`config.mk`:
```
export PLATFORM = sky130hd
export DESIGN_NAME = serial_adder
export DESIGN_NICKNAME = d
export VERILOG_FILES = /design/src/rtl/serial_adder.sv
export SDC_FILE = /design/constraint.sdc
export NUM_CORES = 1
export LEC_CHECK = 0
export ABC_CLOCK_PERIOD_IN_PS = 2780
export CORE_MARGIN = 4
export CORE_UTILIZATION = 41
export CTS_BUF_LIST = sky130_fd_sc_hd__clkbuf_16
export CTS_CLUSTER_DIAMETER = 60
export CTS_CLUSTER_SIZE = 40
export DETAILED_ROUTE_END_ITERATION = 8
export GPL_TIMING_DRIVEN = 0
export HOLD_SLACK_MARGIN = 0.12
export MAX_ROUTING_LAYER = met4
export PLACE_DENSITY = 0.71
export SLEW_MARGIN = 20
export SYNTH_ARGS = -nofsm -noshare
export SYNTH_HDL_FRONTEND = slang
export SYNTH_SLANG_ARGS = --single-unit
export TNS_END_PERCENT = 30
```
`constraint.sdc`:
```
create_clock -name clk -period 2.78 [get_ports clk]
set_input_delay 0.556 -clock clk [delete_from_list [all_inputs] [get_ports clk]]
set_output_delay 0.556 -clock clk [all_outputs]
set_load 0.02 [all_outputs]
```
`src/rtl/serial_adder.sv`:
```
// serial_adder: multi-cycle adder/subtractor that processes WIDTH-bit operands
// DIGIT bits per clock. It uses a short chain of full-adder cells and a
// registered carry between digits, with a start/busy/done handshake and
// registered carry-out and signed-overflow flags.
module serial_adder #(
  parameter int WIDTH = 8,
  parameter int DIGIT = 1
) (
  input  logic             clk,
  input  logic             rst,
  input  logic             start,
  input  logic [WIDTH-1:0] a,
  input  logic [WIDTH-1:0] b,
  input  logic             cin,
  input  logic             sub,
  output logic             busy,
  output logic             done,
  output logic [WIDTH-1:0] s,
  output logic             cout,
  output logic             ovf
);

  localparam int N  = (DIGIT > 0) ? (WIDTH / DIGIT) : 1;
  localparam int CW = (N > 1) ? $clog2(N) : 1;
  localparam logic [CW-1:0] LAST = CW'(N - 1);

  // Refuse to elaborate with operand/digit widths that cannot be processed evenly
  generate
    if (WIDTH < 1 || DIGIT < 1 || (WIDTH % DIGIT) != 0) begin : g_bad_param
      $error("serial_adder: DIGIT must be >= 1 and divide WIDTH exactly");
    end
  endgenerate

  typedef enum logic {
    IDLE = 1'b0,
    RUN  = 1'b1
  } state_t;

  state_t           state;
  logic [WIDTH-1:0] a_reg;
  logic [WIDTH-1:0] b_reg;
  logic [WIDTH-1:0] s_reg;
  logic             carry_reg;
  logic [CW-1:0]    cnt;
  logic             busy_reg;
  logic             done_reg;
  logic             cout_reg;
  logic             ovf_reg;

  logic [DIGIT-1:0] dsum;
  logic [DIGIT:0]   chain;
  logic [WIDTH-1:0] s_shift;

  // Ripple the registered carry through DIGIT full-adder cells on the low operand bits
  always_comb begin
    dsum     = '0;
    chain    = '0;
    chain[0] = carry_reg;
    for (int i = 0; i < DIGIT; i++) begin
      dsum[i]      = a_reg[i] ^ b_reg[i] ^ chain[i];
      chain[i+1]   = (a_reg[i] & b_reg[i]) | (a_reg[i] & chain[i]) | (b_reg[i] & chain[i]);
    end
  end

  // New digit sum bits enter the result register from the MSB end
  generate
    if (DIGIT >= WIDTH) begin : g_shift_full
      assign s_shift = dsum[WIDTH-1:0];
    end else begin : g_shift_part
      assign s_shift = {dsum, s_reg[WIDTH-1:DIGIT]};
    end
  endgenerate

  // Control FSM and datapath registers; the final digit registers the flags and pulses done
  always_ff @(posedge clk or posedge rst) begin
    if (rst) begin
      state     <= IDLE;
      a_reg     <= '0;
      b_reg     <= '0;
      s_reg     <= '0;
      carry_reg <= 1'b0;
      cnt       <= '0;
      busy_reg  <= 1'b0;
      done_reg  <= 1'b0;
      cout_reg  <= 1'b0;
      ovf_reg   <= 1'b0;
    end else begin
      done_reg <= 1'b0;
      case (state)
        IDLE: begin
          if (start) begin
            a_reg     <= a;
            b_reg     <= b ^ {WIDTH{sub}};
            carry_reg <= cin ^ sub;
            cnt       <= '0;
            busy_reg  <= 1'b1;
            state     <= RUN;
          end
        end
        RUN: begin
          s_reg     <= s_shift;
          a_reg     <= a_reg >> DIGIT;
          b_reg     <= b_reg >> DIGIT;
          carry_reg <= chain[DIGIT];
          if (cnt == LAST) begin
            state    <= IDLE;
            busy_reg <= 1'b0;
            done_reg <= 1'b1;
            cout_reg <= chain[DIGIT];
            ovf_reg  <= chain[DIGIT-1] ^ chain[DIGIT];
          end else begin
            cnt <= cnt + CW'(1);
          end
        end
        default: begin
          state    <= IDLE;
          busy_reg <= 1'b0;
        end
      endcase
    end
  end

  assign busy = busy_reg;
  assign done = done_reg;
  assign s    = s_reg;
  assign cout = cout_reg;
  assign ovf  = ovf_reg;

endmodule

```
==> flow_metrics.env, run 1 <==
export IMPL_status="complete, no violations"
export IMPL_ios=33
export IMPL_synth_nets=153
export IMPL_rsz0062_at_grt="no"
export IMPL_syn_area_um2=1570
export IMPL_worst_setup_path_type="reg -> out"
export IMPL_rows=22
export IMPL_yosysTopAreaCellShare=0.528
export IMPL_syn_to_final_growth_pct=32.1
export IMPL_p_leak_nw=0.928
export IMPL_cp_num_buf_inv=1
export IMPL_period_share=0.651
export IMPL_p_comb_frac=0.410
export IMPL_cts_tree="done"
export IMPL_die_w_um=69.8
export IMPL_regArea_um2=826
export IMPL_cts_root_buf="clkbuf_16"
export IMPL_cp_slowest_stage_delay_ns=0.62
export IMPL_power_frac_seq=0.357
export IMPL_internal_power_mw=1.50
export IMPL_clock_latency_ns=0.28
export IMPL_wl_per_cell_um=13.9
export IMPL_drc_errors=0
export IMPL_crit_family="buffers and inverters"
export IMPL_slew_violations=0
export IMPL_cts_made_buffers=5
export IMPL_wirelength_um=2970
export IMPL_dp_cells=206
export IMPL_cp_max_fo=2
export IMPL_p_sw_frac=0.332
export IMPL_fin_skew_ns=0.00421
export IMPL_path_clk_slew_ns=0.05
export IMPL_synthCells=128
export IMPL_cp_slowest_cell="clkdlybuf4s50_1"
export IMPL_grt_overflow_total=0
export IMPL_multi_input_area_um2=666
export IMPL_synth_area_leaders="dfrtp_1 (53%), mux2_2 (6.5%), mux2i_1 (6.4%)"
export IMPL_holdWs_ns=0.491
export IMPL_start_util=0.424
export IMPL_hold_class="reg -> reg"
export IMPL_required_ns=2.22
export IMPL_viasPerCell=5.09
export IMPL_switching_power_uw=745
export IMPL_diodes=0
export IMPL_grt_max_degree=34
export IMPL_gr_usage_all_layers=0.133
export IMPL_antenna_found_initial=0
export IMPL_startpoint_type="register"
export IMPL_cts_resized_gates=0
export IMPL_cap_viol_max_count=0
export IMPL_die_h_um=69.8
export IMPL_antenna_left=0
export IMPL_drt_iter0_markers=41
export IMPL_crit_path_end_kind="output pin"
export IMPL_fin_util=0.561
export IMPL_min_period_ns=1.81
export IMPL_max_slew_margin_rel=0.552
export IMPL_grt_pass1_wl_um=4930
export IMPL_clkPwrFrac=0.233
export IMPL_instances_no_fill=214
export IMPL_drive_gt1_frac=0.163
export IMPL_postCtsHoldBufs=0
export IMPL_tns_ns=0
export IMPL_cp_arrival_ns=1.25
export IMPL_fillCellCount=324
export IMPL_fp_dieArea_um2=4870
export IMPL_grt_pass1_vias=1101
export IMPL_ys_types=27
export IMPL_yosys_warnings=0
export IMPL_gp_congestion=0.732
export IMPL_ir_drop_mv=0.400
export IMPL_vias=1090
export IMPL_port_buffers=30
export IMPL_max_freq_mhz=552
export IMPL_yosys_area_top_type="dfrtp_1"
export IMPL_fp_coreArea_um2=3690
export IMPL_ys_seq_elements=33
export IMPL_path_cells="clkdlybuf4s50_1"
export IMPL_place_hpwl_um=2130
export IMPL_drt_pass1_iter_count=4
export IMPL_clock_sinks=33
export IMPL_worstMarginPinSlew_ns=0.670
export IMPL_setup_viol_count_final=0
export IMPL_ys_seq_area_frac=0.528
export IMPL_ctsLongestPathBuffers=2
export IMPL_hold_violations=0
export IMPL_postCtsSetupBuffers=0
export IMPL_synth_avg_cell_area_um2=12.2
export IMPL_power_density_nw_per_um2=1090
export IMPL_htreeDepth=2
export IMPL_final_nets=190
==> placed cells by master (no fill, tap or decap), types with 2 or more instances in the layout <==
cell,count
buf_6,3
dfrtp_1,33
o211ai_1,3
and2_1,5
nor2b_1,2
nand2_1,10
buf_4,3
clkinv_2,2
mux2i_1,10
xor2_1,5
or3b_1,3
mux2_2,9
clkbuf_16,5
nand2b_1,3
clkdlybuf4s50_1,30
ha_1,3
buf_2,2
xnor2_1,6
a21oi_1,2
a221o_1,5
o21ai_0,7
nor2_1,5
==> logic make-up (layout without fill, tap and decap cells) <==
family,Yosys count,in the layout,synth area share
flops,33,33,0.528
simple gates,30,30,0.103
compound gates,21,21,0.0951
mux,19,19,0.129
xor+xnor,11,11,0.0615
buf+inv,10,48,0.0472
fa+ha+maj,4,4,0.0368
==> metal layers <==
metal | GRT usage | routed length [um] | up-vias
li1 | - | - | 519
met4 | 0.0596 | 53 | 0
met1 | 0.145 | 1270 | 536
met2 | 0.213 | 1490 | 28
met3 | 0.0507 | 157 | 7
met5 | - | 0 | -
==> synth_stat cells <==
cell      instances
xor2_1            5
fa_1              1
nor3b_1           1
and2_1            5
a211oi_1          1
a21o_1            1
o211ai_1          3
mux2_2            9
a221o_1           5
ha_1              3
buf_6             3
a32o_1            1
or3b_1            3
nor2_1            5
xnor2_1           6
buf_2             2
inv_1             2
and2_4            1
a21oi_1           2
nand2b_1          3
buf_4             3
mux2i_1          10
nor2b_1           2
dfrtp_1          33
nand2_1          10
o22ai_1           1
o21ai_0           7
==> power by group through the flow <==
stage                     sequential [mW]  combinational [mW]  clock [mW]
after detailed placement            0.808               0.928           0
after global routing                0.824                1.00       0.558
after CTS                           0.804               0.935       0.539
after global placement              0.797               0.894           0
after floorplan                     0.881               0.526           0
final                               0.801               0.920       0.523
==> area by class of cell <==
type                    count  area share
plain buffers               8      0.0321
flip-flops and latches     33       0.399
clock buffers               5      0.0605
well taps                  48      0.0290
repair buffers             30       0.145
clock inverters             3     0.00847
multi-input cells          85       0.322
inverters                   2     0.00363
==> worst paths after layout <==
check                               from        to  slack (ns)  depth (start not counted)
worst max-delay path                 ovf       ovf        0.97                          1
worst min-delay path            a_reg[7]  a_reg[6]        0.49                          2
worst max register to register    cnt[0]      cout        1.24                          4
worst min register to register  a_reg[7]  a_reg[6]        0.49                          2
max in group asynchronous            rst      busy        1.64                          2
min in group asynchronous            rst      s[3]        0.71                          2
==> through the flow <==
step / power [mW] / worst slack, ns / cell area [um^2]
2_1_floorplan: 1.41 / 1.38 / 1570
3_3_place_gp: 1.69 / 0.761 / 1930
3_5_place_dp: 1.74 / 1.21 / 1930
4_1_cts: 2.28 / 0.949 / 2070
5_1_grt: 2.38 / 0.928 / 2070
6_report: 2.24 / 0.970 / 2070
Note: power is estimated with default switching activity, not from simulation.
==> inputs of run 2 (changes only) <==
--- a/config.mk
+++ b/config.mk
@@ -5,7 +5,7 @@
 export SDC_FILE = /design/constraint.sdc
 export NUM_CORES = 1
 export LEC_CHECK = 0
-export ABC_CLOCK_PERIOD_IN_PS = 2780
+export ABC_CLOCK_PERIOD_IN_PS = 1600
 export CORE_MARGIN = 4
 export CORE_UTILIZATION = 41
 export CTS_BUF_LIST = sky130_fd_sc_hd__clkbuf_16
@@ -15,7 +15,7 @@
 export GPL_TIMING_DRIVEN = 0
 export HOLD_SLACK_MARGIN = 0.12
 export MAX_ROUTING_LAYER = met4
-export PLACE_DENSITY = 0.71
+export PLACE_DENSITY = 0.74
 export SLEW_MARGIN = 20
 export SYNTH_ARGS = -nofsm -noshare
 export SYNTH_HDL_FRONTEND = slang
==> constraint.sdc (replaced) <==
create_clock -name clk -period 1.6 [get_ports clk]
set_input_delay 0.32 -clock clk [delete_from_list [all_inputs] [get_ports clk]]
set_output_delay 0.32 -clock clk [all_outputs]
set_load 0.02 [all_outputs]
==> flow_metrics.env, run 2 (synthesized netlist as in run 1, its figures left out) <==
export IMPL_status="complete, no violations"
export IMPL_viasPerCell=5.02
export IMPL_path_cells="clkdlybuf4s50_1"
export IMPL_grt_overflow_total=0
export IMPL_min_period_ns=1.57
export IMPL_fp_coreArea_um2=3690
export IMPL_crit_path_end_kind="output pin"
export IMPL_place_hpwl_um=2120
export IMPL_mostFrequentLayoutCell="dfrtp_1"
export IMPL_start_util=0.424
export IMPL_fillCellCount=338
export IMPL_antenna_left=0
export IMPL_startpoint="s[3]"
export IMPL_fp_dieArea_um2=4870
export IMPL_crit_family="buffers and inverters"
export IMPL_drive_gt1_frac=0.151
export IMPL_grt_pass1_vias=1104
export IMPL_required_ns=1.28
export IMPL_vias=1074
export IMPL_dpl_cell_area_um2=1930
export IMPL_place_ws_ns=0.116
export IMPL_ios=33
export IMPL_drt_pass1_iter_count=4
export IMPL_power_density_nw_per_um2=1920
export IMPL_cts_tree="done"
export IMPL_clock_sinks=33
export IMPL_port_buffers=30
export IMPL_diodes=0
export IMPL_clock_latency_ns=0.27
export IMPL_cts_resized_gates=0
export IMPL_cp_arrival_ns=1.25
export IMPL_rows=22
export IMPL_worstMarginPinSlew_ns=0.661
export IMPL_cp_max_fo=3
export IMPL_grt_pass1_wl_um=5160
export IMPL_cts_made_buffers=5
export IMPL_startpoint_type="register"
export IMPL_p_total_mw=4.02
export IMPL_hold_violations=0
export IMPL_syn_to_final_growth_pct=33.9
export IMPL_antenna_found_initial=0
export IMPL_cp_slowest_cell="clkdlybuf4s50_1"
export IMPL_drt_iter0_markers=21
export IMPL_cp_slowest_stage_delay_ns=0.61
export IMPL_holdWs_ns=0.420
export IMPL_final_cell_mix="dfrtp_1 (33), clkdlybuf4s50_1 (27), mux2i_1 (10), nand2_1 (10), mux2_2 (9)"
export IMPL_slew_violations=0
export IMPL_path_clk_slew_ns=0.05
export IMPL_wl_per_cell_um=13.9
export IMPL_htreeDepth=2
export IMPL_final_nets=190
export IMPL_postCtsSetupBuffers=0
export IMPL_hold_class="in -> reg"
export IMPL_cp_num_buf_inv=1
export IMPL_setup_viol_count_final=0
export IMPL_hp_start="start"
export IMPL_drc_errors=0
export IMPL_period_share=0.983
export IMPL_ctsLongestPathBuffers=2
export IMPL_cts_root_buf="clkbuf_16"
export IMPL_gr_usage_all_layers=0.138
export IMPL_fin_ws_ns=0.0278
export IMPL_cap_viol_max_count=0
export IMPL_timing_rr_start="cnt[0]"
export IMPL_postCtsHoldBufs=0
export IMPL_grt_max_degree=34
export IMPL_ir_drop_mv=0.896
export IMPL_wirelength_um=2980
export IMPL_gp_congestion=0.726
export IMPL_design_area_um2=2100
export IMPL_die_w_um=69.8
export IMPL_die_h_um=69.8
export IMPL_max_freq_mhz=636
export IMPL_worst_setup_path_type="reg -> out"
export IMPL_p_leak_nw=0.972
export IMPL_max_slew_margin_rel=0.559
export IMPL_fin_skew_ns=0.00399
run 2: metrics by stage:
step / util / std cells / TNS [ns]
4_1_cts: 0.566 / 214 / 0
2_1_floorplan: - / 128 / 0
5_1_grt: 0.568 / 214 / -0.00396
6_report: 0.568 / 214 / 0
3_5_place_dp: 0.522 / 206 / 0
3_3_place_gp: 0.522 / 206 / -5.90
run 2: worst paths after layout:
path	endpoint	slack (ns)	depth (start not counted)
max in group asynchronous	a_reg[5]	0.70	2
worst min register to register	a_reg[1]	0.48	2
worst max register to register	cout	0.11	4
worst min-delay path	cnt[2]	0.42	3
min in group asynchronous	s[1]	0.46	2
worst max-delay path	s[3]	0.03	1
run 2: final cells by class:
class | instances | area [um^2] | area share
clock inverter | 3 | 37.5 | 0.0179
clock buffer | 5 | 125 | 0.0597
sequential | 33 | 826 | 0.394
tap | 48 | 60.1 | 0.0287
multi-input combinational | 85 | 666 | 0.318
buffer | 8 | 66.3 | 0.0316
inverter | 2 | 7.51 | 0.00358
timing repair buffer | 30 | 308 | 0.147
run 2: report_power, final:
| part | internal (mW) | switching, mW |
|---|---|---|
| registers | 1.18 | 0.202 |
| clock network | 0.721 | 0.321 |
| logic | 0.845 | 0.747 |
run 2: layer usage:
metal,GRT usage,vias to the layer above,part of all wire
met5,-,-,0
li1,-,517,-
met3,0.0464,6,0.046
met4,0.0511,0,0.018
met1,0.156,525,0.44
met2,0.226,26,0.49
==> inputs of run 3 (changes only) <==
--- a/config.mk
+++ b/config.mk
@@ -6,8 +6,10 @@
 export NUM_CORES = 1
 export LEC_CHECK = 0
 export ABC_CLOCK_PERIOD_IN_PS = 1600
+export CELL_PAD_IN_SITES_DETAIL_PLACEMENT = 1
+export CELL_PAD_IN_SITES_GLOBAL_PLACEMENT = 1
 export CORE_MARGIN = 4
-export CORE_UTILIZATION = 41
+export CORE_UTILIZATION = 36
 export CTS_BUF_LIST = sky130_fd_sc_hd__clkbuf_16
 export CTS_CLUSTER_DIAMETER = 60
 export CTS_CLUSTER_SIZE = 40
@@ -15,9 +17,10 @@
 export GPL_TIMING_DRIVEN = 0
 export HOLD_SLACK_MARGIN = 0.12
 export MAX_ROUTING_LAYER = met4
-export PLACE_DENSITY = 0.74
+export PLACE_DENSITY = 0.8
+export SETUP_SLACK_MARGIN = 0.15
 export SLEW_MARGIN = 20
 export SYNTH_ARGS = -nofsm -noshare
 export SYNTH_HDL_FRONTEND = slang
 export SYNTH_SLANG_ARGS = --single-unit
-export TNS_END_PERCENT = 30
+export TNS_END_PERCENT = 1
==> flow_metrics.env, run 3 (synthesized netlist as in run 1, its figures left out) <==
export IMPL_cp_slowest_cell="dfrtp_1"
export IMPL_die_h_um=73.9
export IMPL_max_freq_mhz=734
export IMPL_holdPathStages=3
export IMPL_max_slew_margin_rel=0.533
export IMPL_r2r_end="cout"
export IMPL_p_leak_nw=1.07
export IMPL_tns_ns=0
export IMPL_drive_gt1_frac=0.157
export IMPL_worstMarginPinSlew_ns=0.699
export IMPL_required_ns=1.76
export IMPL_crit_path_end_kind="register"
export IMPL_drc_errors=0
export IMPL_fillCellCount=435
export IMPL_grt_pass1_wl_um=6270
export IMPL_worst_setup_path_type="reg -> reg"
export IMPL_gr_usage_all_layers=0.159
export IMPL_drt_iter0_markers=28
export IMPL_ir_drop_mv=0.471
export IMPL_crit_top_cell="ha_4"
export IMPL_ff2ff_path_depth=4
export IMPL_syn_to_final_growth_pct=35.2
export IMPL_vias=1104
export IMPL_cap_viol_max_count=0
export IMPL_power_density_nw_per_um2=1870
export IMPL_grt_overflow_total=0
export IMPL_cts_tree="done"
export IMPL_status="complete, no violations"
export IMPL_hold_path_end="cnt[2]"
export IMPL_ios=33
export IMPL_place_ws_ns=0.0859
export IMPL_cts_made_buffers=5
export IMPL_antenna_found_initial=0
export IMPL_period_share=0.851
export IMPL_grt_max_degree=34
export IMPL_gp_congestion=0.717
export IMPL_path_cells="ha_4 -> ha_4 -> and2_4 -> mux2_2"
export IMPL_dpl_cell_area_um2=1930
export IMPL_hp_start="start"
export IMPL_path_clk_slew_ns=0.05
export IMPL_setup_viol_count_final=0
export IMPL_port_buffers=30
export IMPL_mostFrequentLayoutCell="dfrtp_1"
export IMPL_clock_latency_ns=0.28
export IMPL_antenna_left=0
export IMPL_wirelength_um=3740
export IMPL_viasPerCell=5.11
export IMPL_fin_skew_ns=0.00616
export IMPL_holdWs_ns=0.421
export IMPL_slew_violations=0
export IMPL_start_util=0.380
export IMPL_ctsLongestPathBuffers=2
export IMPL_design_area_um2=2120
export IMPL_final_cell_mix="dfrtp_1 (33), clkdlybuf4s50_1 (18), dlymetal6s2s_1 (11)"
export IMPL_final_nets=190
export IMPL_fin_util=0.514
export IMPL_startpoint_type="register"
export IMPL_min_period_ns=1.36
export IMPL_fp_dieArea_um2=5470
export IMPL_wl_per_cell_um=17.3
export IMPL_hold_class="in -> reg"
export IMPL_die_w_um=73.9
export IMPL_place_hpwl_um=2560
export IMPL_cp_slowest_stage_delay_ns=0.41
export IMPL_clock_sinks=33
export IMPL_rows=23
export IMPL_rsz0062_at_grt="no"
export IMPL_cts_root_buf="clkbuf_16"
export IMPL_fin_ws_ns=0.238
export IMPL_drt_pass1_iter_count=4
export IMPL_cp_max_fo=6
export IMPL_htreeDepth=2
export IMPL_r2r_slack_ns=0.24
export IMPL_postCtsHoldBufs=0
export IMPL_timing_rr_start="cnt[0]"
export IMPL_fp_coreArea_um2=4120
export IMPL_cp_arrival_ns=1.52
export IMPL_diodes=0
export IMPL_hold_violations=0
export IMPL_grt_pass1_vias=1244
## run 3: final cells by class
type	count	area, um^2	area share
Sequential cell	33	826	0.390
Multi-Input combinational cell	85	691	0.326
Timing Repair Buffer	30	327	0.154
Clock buffer	5	125	0.0591
Buffer	8	66.3	0.0313
Tap cell	50	62.6	0.0296
Clock inverter	3	11.3	0.00532
Inverter	2	7.51	0.00355
## run 3: power by group
group / switching [mW] / total (mW) / internal (mW)
logic: 0.794 / 1.65 / 0.854
clock network: 0.323 / 0.881 / 0.558
registers: 0.233 / 1.42 / 1.18
## run 3: timing repair
action	4_1_cts	5_1_grt
setup endpoints to repair	14	13
cloned	0	0
pin swaps	0	1
buffers inserted	0	0
resized for setup	1	15
## run 3: stage by stage
step                      total power, mW  instances
after floorplan                      2.45        128
after global placement               2.94        208
after detailed placement             3.05        208
after CTS                            3.96        216
after global routing                 4.23        216
final                                3.95        216
## run 3: worst max-delay path by stage
stage / endpoint / slack (ns) / from / cells past startpoint
floorplan: cout / 0.20 / cnt[0] / 4
global placement: a_reg[2] / -0.16 / rst / 2
detailed placement: cout / 0.09 / cnt[0] / 4
CTS: busy / 0.003 / busy / 1
global route: cout / 0.18 / cnt[0] / 4
finish: cout / 0.24 / cnt[0] / 4
## run 3: routing by layer
metal / track usage / up-vias / share of wire
met1: 0.181 / 555 / 0.40
met2: 0.262 / 22 / 0.55
met3: 0.0459 / 6 / 0.032
met5: - / - / 0
met4: 0.0624 / 0 / 0.015
li1: - / 521 / -
## run 3: worst max-delay path, delay by kind of cell, from the launching register on
| kind | cells | cell delay (ns) |
|---|---|---|
| mux | 1 | 0.32 |
| fa+ha+maj | 2 | 0.34 |
| simple gates | 1 | 0.17 |
| flops | 1 | 0.41 |
